$ cat src/rtl/fwd_unit.sv
// Operand forwarding, load-use detection and E-stage operand registers.
// Optional statistics counters are compiled in when FWD_STATS_EN is defined.
module fwd_unit #(
  parameter int DATA_W = 32,
  parameter int ID_W   = 8,
  parameter int RNONE  = 15
) (
  input  logic              clk,
  input  logic              rst,
  input  logic [7:0]        D_icode_i,
  input  logic [DATA_W-1:0] D_valP_i,
  input  logic [ID_W-1:0]   d_srcA_i,
  input  logic [ID_W-1:0]   d_srcB_i,
  input  logic [DATA_W-1:0] d_rvalA_i,
  input  logic [DATA_W-1:0] d_rvalB_i,
  input  logic [7:0]        E_icode_i,
  input  logic [ID_W-1:0]   E_dstM_i,
  input  logic [ID_W-1:0]   e_dstE_i,
  input  logic [DATA_W-1:0] e_valE_i,
  input  logic [ID_W-1:0]   M_dstM_i,
  input  logic [DATA_W-1:0] m_valM_i,
  input  logic [ID_W-1:0]   M_dstE_i,
  input  logic [DATA_W-1:0] M_valE_i,
  input  logic [ID_W-1:0]   W_dstM_i,
  input  logic [DATA_W-1:0] W_valM_i,
  input  logic [ID_W-1:0]   W_dstE_i,
  input  logic [DATA_W-1:0] W_valE_i,
  input  logic              E_stall_i,
  input  logic              E_bubble_i,
  output logic [DATA_W-1:0] d_valA_o,
  output logic [DATA_W-1:0] d_valB_o,
  output logic [DATA_W-1:0] E_valA_o,
  output logic [DATA_W-1:0] E_valB_o,
  output logic              E_valid_o,
  output logic              load_use_o
`ifdef FWD_STATS_EN
  ,
  output logic [31:0]       fwd_cnt_o,
  output logic [15:0]       luse_cnt_o
`endif
);

  localparam logic [7:0] IMRMOVL = 8'h5;
  localparam logic [7:0] IJXX    = 8'h7;
  localparam logic [7:0] ICALL   = 8'h8;
  localparam logic [7:0] IPOPL   = 8'hB;
  localparam logic [ID_W-1:0] RNONE_ID = ID_W'(RNONE);

  logic [DATA_W-1:0] e_valA_q, e_valA_d, e_valB_q, e_valB_d;
  logic              e_valid_q, e_valid_d;
  logic              a_fwd, b_fwd, use_valp;

  // Returns {hit, value}; a RNONE source never hits, so an RNONE destination can't either.
  function automatic logic [DATA_W:0] fwd_pick(
    input logic [ID_W-1:0]   src,
    input logic [DATA_W-1:0] rval,
    input logic [ID_W-1:0]   d0, input logic [DATA_W-1:0] v0,
    input logic [ID_W-1:0]   d1, input logic [DATA_W-1:0] v1,
    input logic [ID_W-1:0]   d2, input logic [DATA_W-1:0] v2,
    input logic [ID_W-1:0]   d3, input logic [DATA_W-1:0] v3,
    input logic [ID_W-1:0]   d4, input logic [DATA_W-1:0] v4);
    if (src == RNONE_ID) return {1'b0, rval};
    else if (d0 == src)  return {1'b1, v0};
    else if (d1 == src)  return {1'b1, v1};
    else if (d2 == src)  return {1'b1, v2};
    else if (d3 == src)  return {1'b1, v3};
    else if (d4 == src)  return {1'b1, v4};
    else                 return {1'b0, rval};
  endfunction

  logic [DATA_W:0] pick_a, pick_b;

  always_comb begin
    pick_a = fwd_pick(d_srcA_i, d_rvalA_i, e_dstE_i, e_valE_i, M_dstM_i, m_valM_i,
                      M_dstE_i, M_valE_i, W_dstM_i, W_valM_i, W_dstE_i, W_valE_i);
    pick_b = fwd_pick(d_srcB_i, d_rvalB_i, e_dstE_i, e_valE_i, M_dstM_i, m_valM_i,
                      M_dstE_i, M_valE_i, W_dstM_i, W_valM_i, W_dstE_i, W_valE_i);
    use_valp = (D_icode_i == ICALL) || (D_icode_i == IJXX);
    d_valA_o = use_valp ? D_valP_i : pick_a[DATA_W-1:0];
    a_fwd    = !use_valp && pick_a[DATA_W];
    d_valB_o = pick_b[DATA_W-1:0];
    b_fwd    = pick_b[DATA_W];
    load_use_o = ((E_icode_i == IMRMOVL) || (E_icode_i == IPOPL)) &&
                 (E_dstM_i != RNONE_ID) &&
                 ((E_dstM_i == d_srcA_i) || (E_dstM_i == d_srcB_i));
  end

  // Stall outranks both bubble sources; a stalled load-use bubble is simply dropped.
  always_comb begin
    e_valA_d  = e_valA_q;
    e_valB_d  = e_valB_q;
    e_valid_d = e_valid_q;
    if (!E_stall_i) begin
      if (E_bubble_i || load_use_o) begin
        e_valA_d  = '0;
        e_valB_d  = '0;
        e_valid_d = 1'b0;
      end else begin
        e_valA_d  = d_valA_o;
        e_valB_d  = d_valB_o;
        e_valid_d = 1'b1;
      end
    end
  end

  always_ff @(posedge clk) begin
    if (!rst) begin
      e_valA_q  <= '0;
      e_valB_q  <= '0;
      e_valid_q <= 1'b0;
    end else begin
      e_valA_q  <= e_valA_d;
      e_valB_q  <= e_valB_d;
      e_valid_q <= e_valid_d;
    end
  end

  assign E_valA_o  = e_valA_q;
  assign E_valB_o  = e_valB_q;
  assign E_valid_o = e_valid_q;

`ifdef FWD_STATS_EN
  logic [31:0] fwd_cnt_q, fwd_cnt_d;
  logic [15:0] luse_cnt_q, luse_cnt_d;
  logic        fwd_inc, luse_inc;

  always_comb begin
    fwd_inc    = !E_stall_i && !E_bubble_i && !load_use_o && (a_fwd || b_fwd);
    luse_inc   = load_use_o && !E_stall_i;
    fwd_cnt_d  = (fwd_inc && (fwd_cnt_q != '1)) ? fwd_cnt_q + 32'd1 : fwd_cnt_q;
    luse_cnt_d = (luse_inc && (luse_cnt_q != '1)) ? luse_cnt_q + 16'd1 : luse_cnt_q;
  end

  always_ff @(posedge clk) begin
    if (!rst) begin
      fwd_cnt_q  <= '0;
      luse_cnt_q <= '0;
    end else begin
      fwd_cnt_q  <= fwd_cnt_d;
      luse_cnt_q <= luse_cnt_d;
    end
  end

  assign fwd_cnt_o  = fwd_cnt_q;
  assign luse_cnt_o = luse_cnt_q;
`endif

endmodule

$ cat config.mk
export PLATFORM = sky130hd
export DESIGN_NAME = fwd_unit
export DESIGN_NICKNAME = d
export VERILOG_FILES = /design/src/rtl/fwd_unit.sv
export SDC_FILE = /design/constraint.sdc
export NUM_CORES = 1
export LEC_CHECK = 0
export CORE_AREA = 2 2 185 187
export DETAILED_ROUTE_END_ITERATION = 8
export DIE_AREA = 0 0 187 189
export DONT_BUFFER_PORTS = 1
export GPL_TIMING_DRIVEN = 0
export PLACE_DENSITY = 0.46
export SYNTH_ARGS = -nofsm -noshare
export SYNTH_HDL_FRONTEND = slang
export SYNTH_SLANG_ARGS = --single-unit
$ cat constraint.sdc
create_clock -name clk -period 2.8 [get_ports clk]
set_input_delay 0.28 -clock clk [delete_from_list [all_inputs] [get_ports clk]]
set_output_delay 0.28 -clock clk [all_outputs]
set_load 0.01 [all_outputs]
Word-level counts from Yosys, hierarchy flattened
Cells that the tools add are included.
Widths: inputs -> output; s select.
{ "classes": {"n_addsub": 0, "multipliers": 0, "div": 0, "n_lt_le_gt_ge": 0, "eq_ne": 19, "shift": 0, "n_mux": 16, "n_bitwise": 0, "n_reduce_logical": 6} }
{ "op_table": {"columns": ["operator", "count"], "rows": [
  ["$mux 32", 15],
  ["$eq 8x8->1", 12],
  ["$eq 8x4->1 const B", 4],
  ["$eq 8x3->1 const B", 2],
  ["$ne 8x4->1 const B", 1],
  ["$logic_or 1x1->1", 4],
  ["$logic_and 1x1->1", 2],
  ["$mux 1", 1]
]} }
{ "totals": {"regBits": 65, "latch_bits": 0, "ram_bits": 0, "rom_bits": 0, "inputBits": 340, "output_inout_bits": 130, "word_cells": 44, "memories": 0} }

Depth between registers and ports, before layout
{ "logic_depth": {"ltp_word": 9, "depth_mapped": 10} }

Worst setup path after synthesis
Ideal clock, no wire load.
{ "synth_timing": {"kind": "input-to-output", "from": "input d_srcA_i[5]", "to": "output d_valA_o[10]", "t_arrival_ns": 1.892, "t_required_ns": 2.520, "setup_slack_ns": 0.628, "cell_stages": 8, "path_cell_list": "buf_4 -> or4_4 -> nor2_4 -> nor3_2 -> buf_6 -> a221o_1 -> a31oi_1 -> nor2_1"} }
{ "synth_between": {"elab_chain_len": 8, "word_cells_on_any_way": 13} }
{ "synth_lines": {"columns": ["item", "line", "rtl"], "rows": [
  ["start, declared", "12", "input logic [ID_W-1:0] d_srcA_i,"],
  ["$eq 8x8->1", "67", "else if (d4 == src) return {1'b1, v4};"],
  ["$mux 32", "67", null],
  ["$mux 32", "66", "else if (d3 == src) return {1'b1, v3};"],
  ["$mux 32", "65", "else if (d2 == src) return {1'b1, v2};"],
  ["$mux 32", "64", "else if (d1 == src) return {1'b1, v1};"],
  ["$mux 32", "63", "else if (d0 == src) return {1'b1, v0};"],
  ["$mux 32 (*)", "62", "if (src == RNONE_ID) return {1'b0, rval};"],
  ["$mux 32 (*)", "79", "d_valA_o = use_valp ? D_valP_i : pick_a[DATA_W-1:0];"],
  ["end, declared", "30", "output logic [DATA_W-1:0] d_valA_o,"]
]} }
Every way passes the cells marked *; elsewhere a longest branch is shown, timed or not.

Worst setup path in the final report
{ "layout_timing": {"from": "input d_srcA_i[7]", "to": "output d_valA_o[2]"} }
The elaborated chain is that of the path after synthesis.

==> summary.txt <==
Setup path
  – Max FO, Critical Path: 10
  – Slowest cell on crit path: or4_4
  – CP Data Arrival Time: 2.52 ns
  – Cell Chain, Critical Path: buf_2, or4_4, nor2_4, o21bai_2, clkbuf_4, a21oi_1, a31oi_2, nor2_1
  – Worst path top cell family by delay: simple AND/OR/NAND/NOR gates
  – Worst Path Buf+Inv: 2
  – Worst path required time: 2.52 ns
  – Startpoint types: input pin
  – Highest cell delay on the worst timing path: 0.52 ns
  – CP Capture Type: output pin
  – Worst Setup Path Type: in -> out

Run status
  – Outcome: complete, no violations

Synthesis
  – Syn Area/Cell: 7.05 um^2
  – Syn. warnings: 0
  – Synth Area in Compound Gates: 0.411
  – XOR/XNOR Fraction of Synth Area: 0.102
  – Synth Area in Adders: 0
  – Mux cell area share after synthesis: 0.0181
  – Distinct cells, synth: 55
  – Top_reg_cell synth: dfxtp_1
  – Simple-Gate Fraction of Synth Area: 0.216
  – Seq cells post-synth: 65
  – Ys async rst share: 0
  – Post-synthesis cell count: 1174
  – Mapped cell area: 8280 um^2
  – Sequential share of the synthesized area: 0.157
  – Largest family of logic cells by synthesized area: compound AO/OA/AOI/OAI gates
  – EDFF count, synth: 0
  – Synthesized net count: 1514

Finish
  – N_diodes: 0
  – Fin area: 9370 um^2
  – Share of cells above drive strength 1: 0.137
  – Synthesis-to-finish area growth: 13.2%
  – Nets: 1531

STA
  – Fin. max-slew vios: 0
  – RSZ-0062 raised after global routing: false
  – Final Worst Setup Slack: 0.00414 ns
  – Fmax: 358 MHz
  – Setup TNS: 0 ns
  – Post-Route Skew: 0 ns
  – Final Critical Period: 2.80 ns
  – Period utilization: 0.999
  – Worst slew pin tran: 1.19 ns
  – Relative slew slack: 0.210
  – Final hold vios: 0
  – Final setup viols: 0

Global route
  – Met1 usage: 0.350
  – Largest net degree at the start of global routing: 11
  – Grt ovf: 0
  – Vias in the first global route: 10600
  – First-pass GRT wire length: 78.6 mm
  – Gr busiest metal: met2
  – GR met3 Demand/Resource: 0.132
  – Met2 usage: 0.515
  – Total global-route track usage: 0.310
  – Initial antenna violation count: 0

Placement
  – Hpwl dp: 43.9 mm
  – Area post-placement: 8840 um^2
  – GP Congestion: 0.929
  – Buffers on Ports: 0
  – Worst slack, placed: -0.666 ns

CTS
  – Clock buffer depth: 2
  – H-tree depth: 3
  – CTS Buf Count: 9
  – Worst-path clk slew: 0.07 ns
  – CTS root buffer: clkbuf_16
  – CTS tree: yes
  – Clk sinks: 65
  – # hold bufs at CTS: 0
  – Worst skew pair latency: 0.37 ns

Min path
  – Hold WC Path Type: in -> reg

Die
  – Die width: 187 um
  – # IOs: 470
  – Die Span Y: 189 um
  – Core ar.: 33300 um^2
  – Die area: 35300 um^2
  – Initial Util: 0.249
  – Row cnt: 67

Routing
  – Residual DRC: 0
  – DRT iter0 DRCs: 1128
  – First-pass DRT Iterations: 5
  – Routed vias/inst: 6.48
  – Routed WL per cell: 35.0 um
  – Post-DRT Antenna Nets: 0
  – Total Wirelength: 57.4 mm
  – Via count: 10600

Job
  – Max Cap Viol: 0

Power and ir drop
  – Leakage: 3.13 nW
  – Worst VDD drop: 0.322 mV
  – PwrDens: 326 nW/um^2
[through the flow]
step | hold slack (ns) | utilization | total power, W | instances
after CTS | 0.0394 | 0.279 | 0.00305 | 1644
after global routing | 0.0502 | 0.282 | 0.00316 | 1642
after detailed placement | 0.446 | 0.266 | 0.00184 | 1622
final | 0.0399 | 0.282 | 0.00306 | 1642
after global placement | 0.430 | 0.266 | 0.00183 | 1622
after floorplan | 0.425 | - | 0.00159 | 1174
[worst reg2reg max path, stage by stage (launching register included)]
cell and delay (ns):
dfxtp_1 0.46, nand2_1 0.10, o211ai_1 0.11
[report_power, final]
group / internal [W] / leakage (nW) / switching, W
Clock: 0.000637 / 0.133 / 0.000567
Combinational: 0.000285 / 2.47 / 0.000549
Sequential: 0.000967 / 0.531 / 0.0000533
Total: 0.00189 / 3.13 / 0.00117
[final timing paths]
check,cells after the start,end,slack [ns],startpoint
worst min register to register,2,E_valA_o[7]$_SDFFE_PN0N_,0.51,E_valA_o[7]$_SDFFE_PN0N_
worst max-delay path,8,d_valA_o[2],0.004,d_srcA_i[7]
worst max register to register,2,E_valB_o[29]$_SDFFE_PN0N_,2.06,E_valB_o[29]$_SDFFE_PN0N_
worst min-delay path,2,E_valid_o$_SDFFE_PN0N_,0.04,E_stall_i
[logic make-up after synthesis]
kind of cell / after synthesis
compound gates: 494
mux: 14
buf+inv: 171
xor+xnor: 96
simple gates: 334
flops: 65
[state kept, by name, indices dropped and copies added, names as in the netlist]
register   count
E_valid_o      1
E_valB_o      32
E_valA_o      32
[timing repair]
action                                  4_1_cts  5_1_grt
gates resized for setup                      38       33
setup buffers                                 8        2
endpoints found under the setup margin       71       47
pin swaps                                     5        2
[synth_stat cells (all sizes together) (9+ instances only)]
library cell	count	area (um^2)
nor3	33	170
nand3	37	185
a221o	32	320
nor4	15	149
o31ai	32	240
nand2b	19	119
buf	66	395
nand4	33	219
o211ai	63	488
xor2	48	420
inv	45	169
and4	9	78.8
o22ai	31	194
o22a	39	342
o21ai	94	470
a31oi	33	206
or4b	18	180
clkbuf	60	226
o2111ai	40	350
dfxtp	65	1300
nand2	87	329
a21oi	95	475
a21boi	9	71.3
xnor2	48	420
nor2	76	300
[metal layers]
metal / vias to the layer above / share of wire
li1: 4543 / -
met2: 853 / 0.46
met3: 165 / 0.13
met4: 2 / 0.042
met1: 5083 / 0.37
met5: - / 0.00087
[cells in the final DEF, fill, tap and decap left out, types with 9 or more instances in the layout]
cell type and n:
and4_1 9, xor2_1 48, clkbuf_1 30, a31oi_2 12, o31ai_1 32, buf_2 40
o21ai_0 77, o22a_1 39, nand2b_1 19, o2111ai_1 40, or4b_1 18, xnor2_1 48
nor3_1 32, o211ai_1 60, inv_1 45, a31oi_1 21, o22ai_1 31, a221o_1 32
dfxtp_1 65, nand3_1 37, clkbuf_2 23, a21oi_1 94, nand4_1 31, o21ai_1 17
clkbuf_16 9, nand2_1 83, buf_4 23, nor2_1 73
[area by class of cell]
class	count	area, um^2
Clock buffer	11	253
Inverter	45	169
Multi-Input combinational cell	938	6320
Clock inverter	3	17.5
Buffer	122	664
Fill cell	3748	23900
Timing Repair Buffer	10	87.6
Tap cell	448	561
Sequential cell	65	1300
No activity file was read; power rests on OpenSTA's default activity.
